`config.mk`:
```
export PLATFORM = sky130hd
export DESIGN_NAME = branch_predictor_bht
export DESIGN_NICKNAME = d
export VERILOG_FILES = /design/src/rtl/branch_predictor_bht_pkg.sv /design/src/rtl/branch_predictor_bht_sat_counter32.sv /design/src/rtl/branch_predictor_bht.sv
export SDC_FILE = /design/constraint.sdc
export NUM_CORES = 1
export LEC_CHECK = 0
export ABC_CLOCK_PERIOD_IN_PS = 9400
export CORE_MARGIN = 2
export CORE_UTILIZATION = 25
export CTS_CLUSTER_DIAMETER = 30
export CTS_CLUSTER_SIZE = 8
export DETAILED_ROUTE_END_ITERATION = 7
export GPL_TIMING_DRIVEN = 1
export PLACE_DENSITY = 0.39
export SKIP_CTS_REPAIR_TIMING = 1
export SLEW_MARGIN = 20
export SYNTH_ARGS = -nofsm -noshare
export SYNTH_HDL_FRONTEND = slang
export SYNTH_SLANG_ARGS = --single-unit
```
`constraint.sdc`:
```
create_clock -name clk -period 9.4 [get_ports clk]
set_input_delay 1.88 -clock clk [delete_from_list [all_inputs] [get_ports clk]]
set_output_delay 1.88 -clock clk [all_outputs]
set_load 0.05 [all_outputs]
```
`src/rtl/branch_predictor_bht_pkg.sv`:
```
// ---------------------------------------------------------------------------
// branch_predictor_bht_pkg
// Shared types and helpers for the branch history table and the ECR side that
// produces its training pulses.
//   bp_update_t   : {en, pc, actual_taken} resolved-branch training record
//   BP_CTR_*      : counter values used when a new entry is allocated
//   bp_ctr_next() : 2-bit saturating counter step toward the actual outcome
// ---------------------------------------------------------------------------
package branch_predictor_bht_pkg;

    typedef struct packed {
        logic        en;
        logic [31:0] pc;
        logic        actual_taken;
    } bp_update_t;

    localparam logic [1:0] BP_CTR_WEAK_NT = 2'b01;
    localparam logic [1:0] BP_CTR_WEAK_T  = 2'b10;

    // Move one step toward the resolved direction; 2'b11 and 2'b00 stick.
    function automatic logic [1:0] bp_ctr_next(input logic [1:0] ctr, input logic taken);
        logic [1:0] w_next;
        if (taken) begin
            w_next = (ctr == 2'b11) ? ctr : ctr + 2'b01;
        end else begin
            w_next = (ctr == 2'b00) ? ctr : ctr - 2'b01;
        end
        return w_next;
    endfunction

endpackage

```
`src/rtl/branch_predictor_bht_sat_counter32.sv`:
```
// ---------------------------------------------------------------------------
// bp_sat_counter32
// 32-bit event counter that sticks at all-ones instead of wrapping.
// Ports:
//   clk     : clock
//   rst_n   : asynchronous reset, active low (clears the count)
//   i_inc   : count one event this cycle
//   o_count : current count
// ---------------------------------------------------------------------------
module bp_sat_counter32 (
    input  logic        clk,
    input  logic        rst_n,
    input  logic        i_inc,
    output logic [31:0] o_count
);

    logic [31:0] r_count;

    always_ff @(posedge clk or negedge rst_n) begin
        if (!rst_n) begin
            r_count <= '0;
        end else if (i_inc && (r_count != 32'hFFFF_FFFF)) begin
            r_count <= r_count + 32'd1;
        end
    end

    assign o_count = r_count;

endmodule

```
`src/rtl/branch_predictor_bht.sv`:
```
// ---------------------------------------------------------------------------
// branch_predictor_bht
// Tagged 2-bit saturating-counter branch history table. Trains on one pulse
// per resolved branch and answers issue-stage direction lookups
// combinationally from registered state.
// Ports:
//   clk                : clock
//   rst_n              : asynchronous reset, active low
//   i_lookup_pc        : PC of the branch being issued
//   o_pred_hit         : lookup PC matches a valid entry
//   o_pred_taken       : predicted direction (0 on a miss)
//   i_bp_update        : {en, pc, actual_taken} training pulse
//   i_clear_all        : synchronous invalidate of the whole table
//   o_stat_updates     : accepted updates (saturating)
//   o_stat_mispredicts : accepted updates whose prior prediction was wrong
// ---------------------------------------------------------------------------
module branch_predictor_bht
    import branch_predictor_bht_pkg::*;
#(
    parameter int NUM_ENTRIES = 64,
    parameter int TAG_WIDTH   = 8
) (
    input  logic        clk,
    input  logic        rst_n,
    input  logic [31:0] i_lookup_pc,
    output logic        o_pred_hit,
    output logic        o_pred_taken,
    input  bp_update_t  i_bp_update,
    input  logic        i_clear_all,
    output logic [31:0] o_stat_updates,
    output logic [31:0] o_stat_mispredicts
);

    localparam int IDX_W = $clog2(NUM_ENTRIES);
    localparam int TAG_LO = IDX_W + 2;
    localparam int TAG_HI = IDX_W + 1 + TAG_WIDTH;

    logic [NUM_ENTRIES-1:0] r_valid;
    logic [TAG_WIDTH-1:0]   r_tag [NUM_ENTRIES];
    logic [1:0]             r_ctr [NUM_ENTRIES];

    logic [IDX_W-1:0]     w_lk_idx;
    logic [TAG_WIDTH-1:0] w_lk_tag;
    logic                 w_lk_hit;
    logic [IDX_W-1:0]     w_up_idx;
    logic [TAG_WIDTH-1:0] w_up_tag;
    logic                 w_up_hit;
    logic                 w_up_pred;
    logic                 w_accept;
    logic                 w_mispredict;
    logic                 w_unused_pc_bits;

    assign w_lk_idx = i_lookup_pc[IDX_W+1:2];
    assign w_lk_tag = i_lookup_pc[TAG_HI:TAG_LO];
    assign w_lk_hit = r_valid[w_lk_idx] && (r_tag[w_lk_idx] == w_lk_tag);

    assign o_pred_hit   = w_lk_hit;
    assign o_pred_taken = w_lk_hit && r_ctr[w_lk_idx][1];

    assign w_up_idx     = i_bp_update.pc[IDX_W+1:2];
    assign w_up_tag     = i_bp_update.pc[TAG_HI:TAG_LO];
    assign w_up_hit     = r_valid[w_up_idx] && (r_tag[w_up_idx] == w_up_tag);
    // Prediction the table would have given this branch before training.
    assign w_up_pred    = w_up_hit && r_ctr[w_up_idx][1];
    // clear_all wins over a concurrent update; the update is neither applied nor counted.
    assign w_accept     = i_bp_update.en && !i_clear_all;
    assign w_mispredict = w_accept && (w_up_pred != i_bp_update.actual_taken);

    assign w_unused_pc_bits = ^{i_lookup_pc[1:0], i_lookup_pc[31:TAG_HI+1],
                                i_bp_update.pc[1:0], i_bp_update.pc[31:TAG_HI+1]};

    always_ff @(posedge clk or negedge rst_n) begin
        if (!rst_n) begin
            r_valid <= '0;
            for (int i = 0; i < NUM_ENTRIES; i++) begin
                r_tag[i] <= '0;
                r_ctr[i] <= BP_CTR_WEAK_NT;
            end
        end else if (i_clear_all) begin
            r_valid <= '0;
        end else if (i_bp_update.en) begin
            if (w_up_hit) begin
                r_ctr[w_up_idx] <= bp_ctr_next(r_ctr[w_up_idx], i_bp_update.actual_taken);
            end else begin
                // Miss allocates (or retags an aliasing entry) at the weak state of the outcome.
                r_valid[w_up_idx] <= 1'b1;
                r_tag[w_up_idx]   <= w_up_tag;
                r_ctr[w_up_idx]   <= i_bp_update.actual_taken ? BP_CTR_WEAK_T : BP_CTR_WEAK_NT;
            end
        end
    end

    bp_sat_counter32 u_stat_updates (
        .clk     (clk),
        .rst_n   (rst_n),
        .i_inc   (w_accept),
        .o_count (o_stat_updates)
    );

    bp_sat_counter32 u_stat_mispredicts (
        .clk     (clk),
        .rst_n   (rst_n),
        .i_inc   (w_mispredict),
        .o_count (o_stat_mispredicts)
    );

endmodule

```
# After elaboration in Yosys (flattened, before gate mapping)
# Cells that the tools add are included.
# totals
reg_bits	768
input_bits	69
output_inout_bits	66
elab_cells	205
# op_classes
add_sub_neg	4
magnitude_cmp	6
eq_ne	7
mux	36
n_bitwise	5
reduce_logical	16
# op_table
operator	n
$bwmux 512	1
$bwmux 128	2
$mux 64	3
$mux 128	1
$bmux 8 s6	2
$add 32x1->32 const B	2
$ne 32x32->1 const B	2
$or 64x64->64	1
$demux 8 s6	1
$mux 8	5
$bmux 2 s6	2
$mux 2	12
$eq 8x8->1	2
$ge 7x7->1 const B	2
$lt 6x7->1 const B	2
$not 6->7	2
$bmux 1 s6	2
$demux 2 s6	1
$logic_and 1x1->1	10
$lt 7x1->1 const B	1
$demux 1 s6	1
$ge 6x1->1 const B	1
$reduce_and 2->1	2
$mux 1	3
other kinds (10)	11

# Logic depth before layout (Yosys ltp)
# depth
depth_word	12
mapped_depth	18
depth_no_buf	10

# Modules after synthesis
# A second synthesis with hierarchy kept.
# hier_totals
cells_unflattened	2944
hier_area_um2	40926.8
# modules_own_cells
mod	n_inst	cells_per_inst	area_per_inst_um2
branch_predictor_bht	1	2642	37678.6
bp_sat_counter32	2	151	1624.1

# Worst setup path after synthesis
# OpenSTA, ideal clock, no wires.
# synth_timing
kind	in2out
from	input i_lookup_pc[2]
to	output o_pred_taken
arrival_time_ns	5.401
t_required_ns	7.520
setup_slack_ns	2.119
path_stages	10
n_path_buf	3
path_cell_list	clkbuf_1 > buf_1 > buf_1 > mux4_2 > mux4_2 > mux2_2 > a21oi_1 > xnor2_1 > nor4_1 > and3_1
# synth_via
elab_chain_len	7
# synth_rtl
item	line	rtl
from (decl)	branch_predictor_bht.sv:25	input logic [31:0] i_lookup_pc,
$not 6->7 (not written as such)	branch_predictor_bht.sv:55, branch_predictor_bht.sv:58	
$bmux 8 s6	branch_predictor_bht.sv:55	assign w_lk_hit = r_valid[w_lk_idx] && (r_tag[w_lk_idx] == w_lk_tag);
$mux 8 (not written as such) (2 in a row)	branch_predictor_bht.sv:55	
$eq 8x8->1	branch_predictor_bht.sv:55	
$logic_and 1x1->1	branch_predictor_bht.sv:55	
$logic_and 1x1->1 (*)	branch_predictor_bht.sv:58	assign o_pred_taken = w_lk_hit && r_ctr[w_lk_idx][1];
to (decl)	branch_predictor_bht.sv:27	output logic o_pred_taken,
# Mark *: on every way between the ends. The rest lies on a longest branch, timed or not. The select of a mux whose other input is x is not followed.

# Final worst setup path
# Same ends and word-level chain as after synthesis.

==> impl_results.md <==
* Leakage Power at around 24 nW
* Worst hold slack at approximately 470 ps
* Cell Count, Final, Fillers Out at 5893
* Worst slack at placement at ~1600 ps
* Cell mode on critical path: mux4_2
* Pins Over Slew Limit at 0
* Worst-Margin Slew at between 1000 and 1500 ps
* Fillers at 17000
* Post-Synth XOR/XNOR Area at 0.0142
* Asr flop ratio synth at 1.00
* Pin count of the biggest net entering global routing at about 160
* Worst Path Required at about 7500 ps
* Die area at about 0.18 mm2
* Initial DRC count at ~2400
* Die Span Y at roughly 420 um
* Total clock sinks at ~770
* Site Rows at ~150
* RSZ-0062 raised after global routing: no
* Register area share after synthesis at 0.448
* Cell area after synthesis at 0.0431 mm2
* Simple logic cell fraction of the synthesized area at 0.0835
* Worst path bufs/invs at 4
* Dominant synthesized flop cell: dfrtp_1
* Vias in the first global route at 31000
* CP Class: in2out
* Routability Congestion at 0.819
* Worst vdd ir at about 0.16 mV
* Arr. time, crit path at 5920 ps
* Final Power at 13.9 mW
* Crit Path Max Fanout at 42
* Die X-Extent at between 400 and 500 um
* Final Hold Viols at 0
* Minimum clock period at approximately 7800 ps
* Yosys reg bits at roughly 770
* Crit path largest cell delay at a little under 600 ps
* Clock Latency Late Sink at around 900 ps
* Post-DRT Antenna Nets at 0
* CTS Root Buffer Type: clkbuf_16
* Most common cell after layout, fill and taps aside: dfrtp_1
* Vias per cell at 4.99
* Number of buffers created by CTS at about 280
* Hpwl dp at 110000 um
* Post-synth EDFFs at 0
* Synthesized instance count at ~3200
* Post-Layout Inst Area at ~0.056 mm2
* DP Cell Count at approximately 5400
* Mux contribution to synthesized area at 0.348
* PD cells at approximately 250 mW/mm2
* Ratio of cells with drive above 1 in the final layout at 0.400
* Grt ovf at 0
* Commonest cells after routing, fill and taps aside: dfrtp_1, mux2_4, clkbuf_16
* Nets at approximately 3500
* H-tree Lvls at 5
* Via count at around 29000
* Syn-to-layout area delta at 29.2%
* CTS tree: built
* DRT Wirelength at 170000 um
* Worst Slack Setup Final at 1600 ps
* Count of cell types in the netlist at 82
* Setup TNS Final at 0 ps
* Drt wl/cell at just under 30 um
* Fin util at 0.325
* Synth Area in Compound Gates at 0.0738
* Worst Setup End Kind: output port
* GRT Util Overall at 0.194
* IO Pins at ~140
* F_max at 0.128 GHz
* Post-Place Cell Area at about 0.047 mm2
* Worst hold path type: reg2reg
* Delay-heaviest family, CP: multiplexers
* First-pass GRT wire length at 243000 um
* PortBufs at between 90 and 100
* Pre-antenna DRT Iters at 5
* Clk slew on worst S/H paths at 40 ps
* Rel. slew slack at 0.311
* Starting density of the core at 0.251
* Status: finished, final reports clean
* Setup Skew at just under 100 ps
* Clk buf depth at 4
* Post-route clock period utilization at 0.830
* Slowest CP cell: mux4_2
* Main combinational cell family by area after synthesis: multiplexers
* Final setup fails at 0
* Cells along the critical path: buf_8, buf_4, mux4_2, mux4_2, mux4_2, xnor2_1, nand4_1, nor4_1, buf_4, and3_1, buf_12
* Syn nets at approximately 3200
* Max_cap viols at 0
* Number of synthesis warnings at 0
* Critical Path Source Type: input pin
* Core Box Area at 0.171 mm2
* Antenna violations before repair at 13
* Synth Area per Inst at approximately 14 um2
* Post-synthesis adder-cell area fraction at 0.000581
* DRC viols at 0
[routing by layer]
layer | vias up | wire length (um) | track usage
met2 | 905 | 79500 | 0.304
met3 | 249 | 9510 | 0.0440
li1 | 12500 | - | -
met4 | 0 | 4130 | 0.0586
met5 | - | 0 | 0
met1 | 15700 | 76600 | 0.265
[synth_stat cells (10+ instances only)]
cell type / count / area, um2
nor2_1: 33 / 124
or2_2: 11 / 68.8
mux2i_1: 168 / 1680
o21ai_0: 166 / 831
buf_1: 24 / 90.1
mux2_2: 157 / 1770
a22oi_1: 70 / 526
dfstp_2: 64 / 1680
buf_6: 11 / 124
buf_4: 18 / 135
buf_2: 56 / 280
a221oi_1: 29 / 254
and4_1: 12 / 105
nand3b_1: 10 / 75.1
nand4_1: 22 / 138
a21oi_1: 46 / 230
mux2_4: 320 / 4800
nor4_1: 25 / 156
o21ba_1: 50 / 500
xor2_1: 14 / 123
xnor2_1: 56 / 490
and3_1: 30 / 188
clkbuf_1: 142 / 533
nor3_1: 21 / 105
nor2_8: 40 / 801
inv_1: 17 / 63.8
o22ai_1: 26 / 163
nand3_1: 58 / 290
nor2_4: 10 / 113
dfrtp_1: 704 / 17600
nand2_1: 271 / 1020
mux4_2: 258 / 5810
mux2_1: 83 / 935
[flip-flops by register name, indices dropped and copies added, names as in the netlist]
register / flops
r_valid: 64
u_stat_mispredicts.o_count: 32
r_tag: 512
r_ctr: 128
u_stat_updates.o_count: 32
[logic make-up after synthesis]
group | count (synthesis)
fa+ha+maj | 2
simple gates | 598
compound gates | 464
buf+inv | 276
xor+xnor | 70
flops | 768
mux | 986
[final timing paths]
kind / from / end / slack (ps) / cells after the start
min: r_ctr[78]$_DFFE_PN1P_ / r_ctr[78]$_DFFE_PN1P_ / 470 / 2
min in group asynchronous: rst_n / r_tag[187]$_DFFE_PN0P_ / 970 / 1
min reg2reg: r_ctr[78]$_DFFE_PN1P_ / r_ctr[78]$_DFFE_PN1P_ / 470 / 2
max: i_lookup_pc[2] / o_pred_taken / 1600 / 11
max in group asynchronous: rst_n / u_stat_mispredicts.o_count[30]$_DFFE_PN0P_ / 6450 / 3
max reg2reg: r_tag[358]$_DFFE_PN0P_ / r_ctr[71]$_DFFE_PN0P_ / 4180 / 11
[worst reg2reg max path, cell delays in order, from the launching register on]
cell and delay [ps]:
dfrtp_1 400, mux4_2 480, mux2i_1 540, o22ai_1 430
nor4_1 550, nand4b_1 400, xor2_1 280, nor4_1 480
a41oi_1 250, a21oi_4 800, buf_12 280, o21ai_0 110
[where the power goes]
group	total [mW]	internal, mW	switching, mW
combinational	1.30	0.591	0.710
clock	8.77	6.32	2.45
sequential	3.81	3.59	0.214
[cell type report]
class / instances / area (um2) / share of cell area
inverters: 19 / 71.3 / 0.00128
well taps: 2310 / 2890 / 0.0520
multi-input cells: 2120 / 22500 / 0.405
clock inverters: 77 / 857 / 0.0154
repair buffers: 199 / 1890 / 0.0340
clock buffers: 396 / 8100 / 0.146
flip-flops and latches: 768 / 19300 / 0.347
diodes: 4 / 10.0 / 0.000180
(Power assumes the default switching activity.)
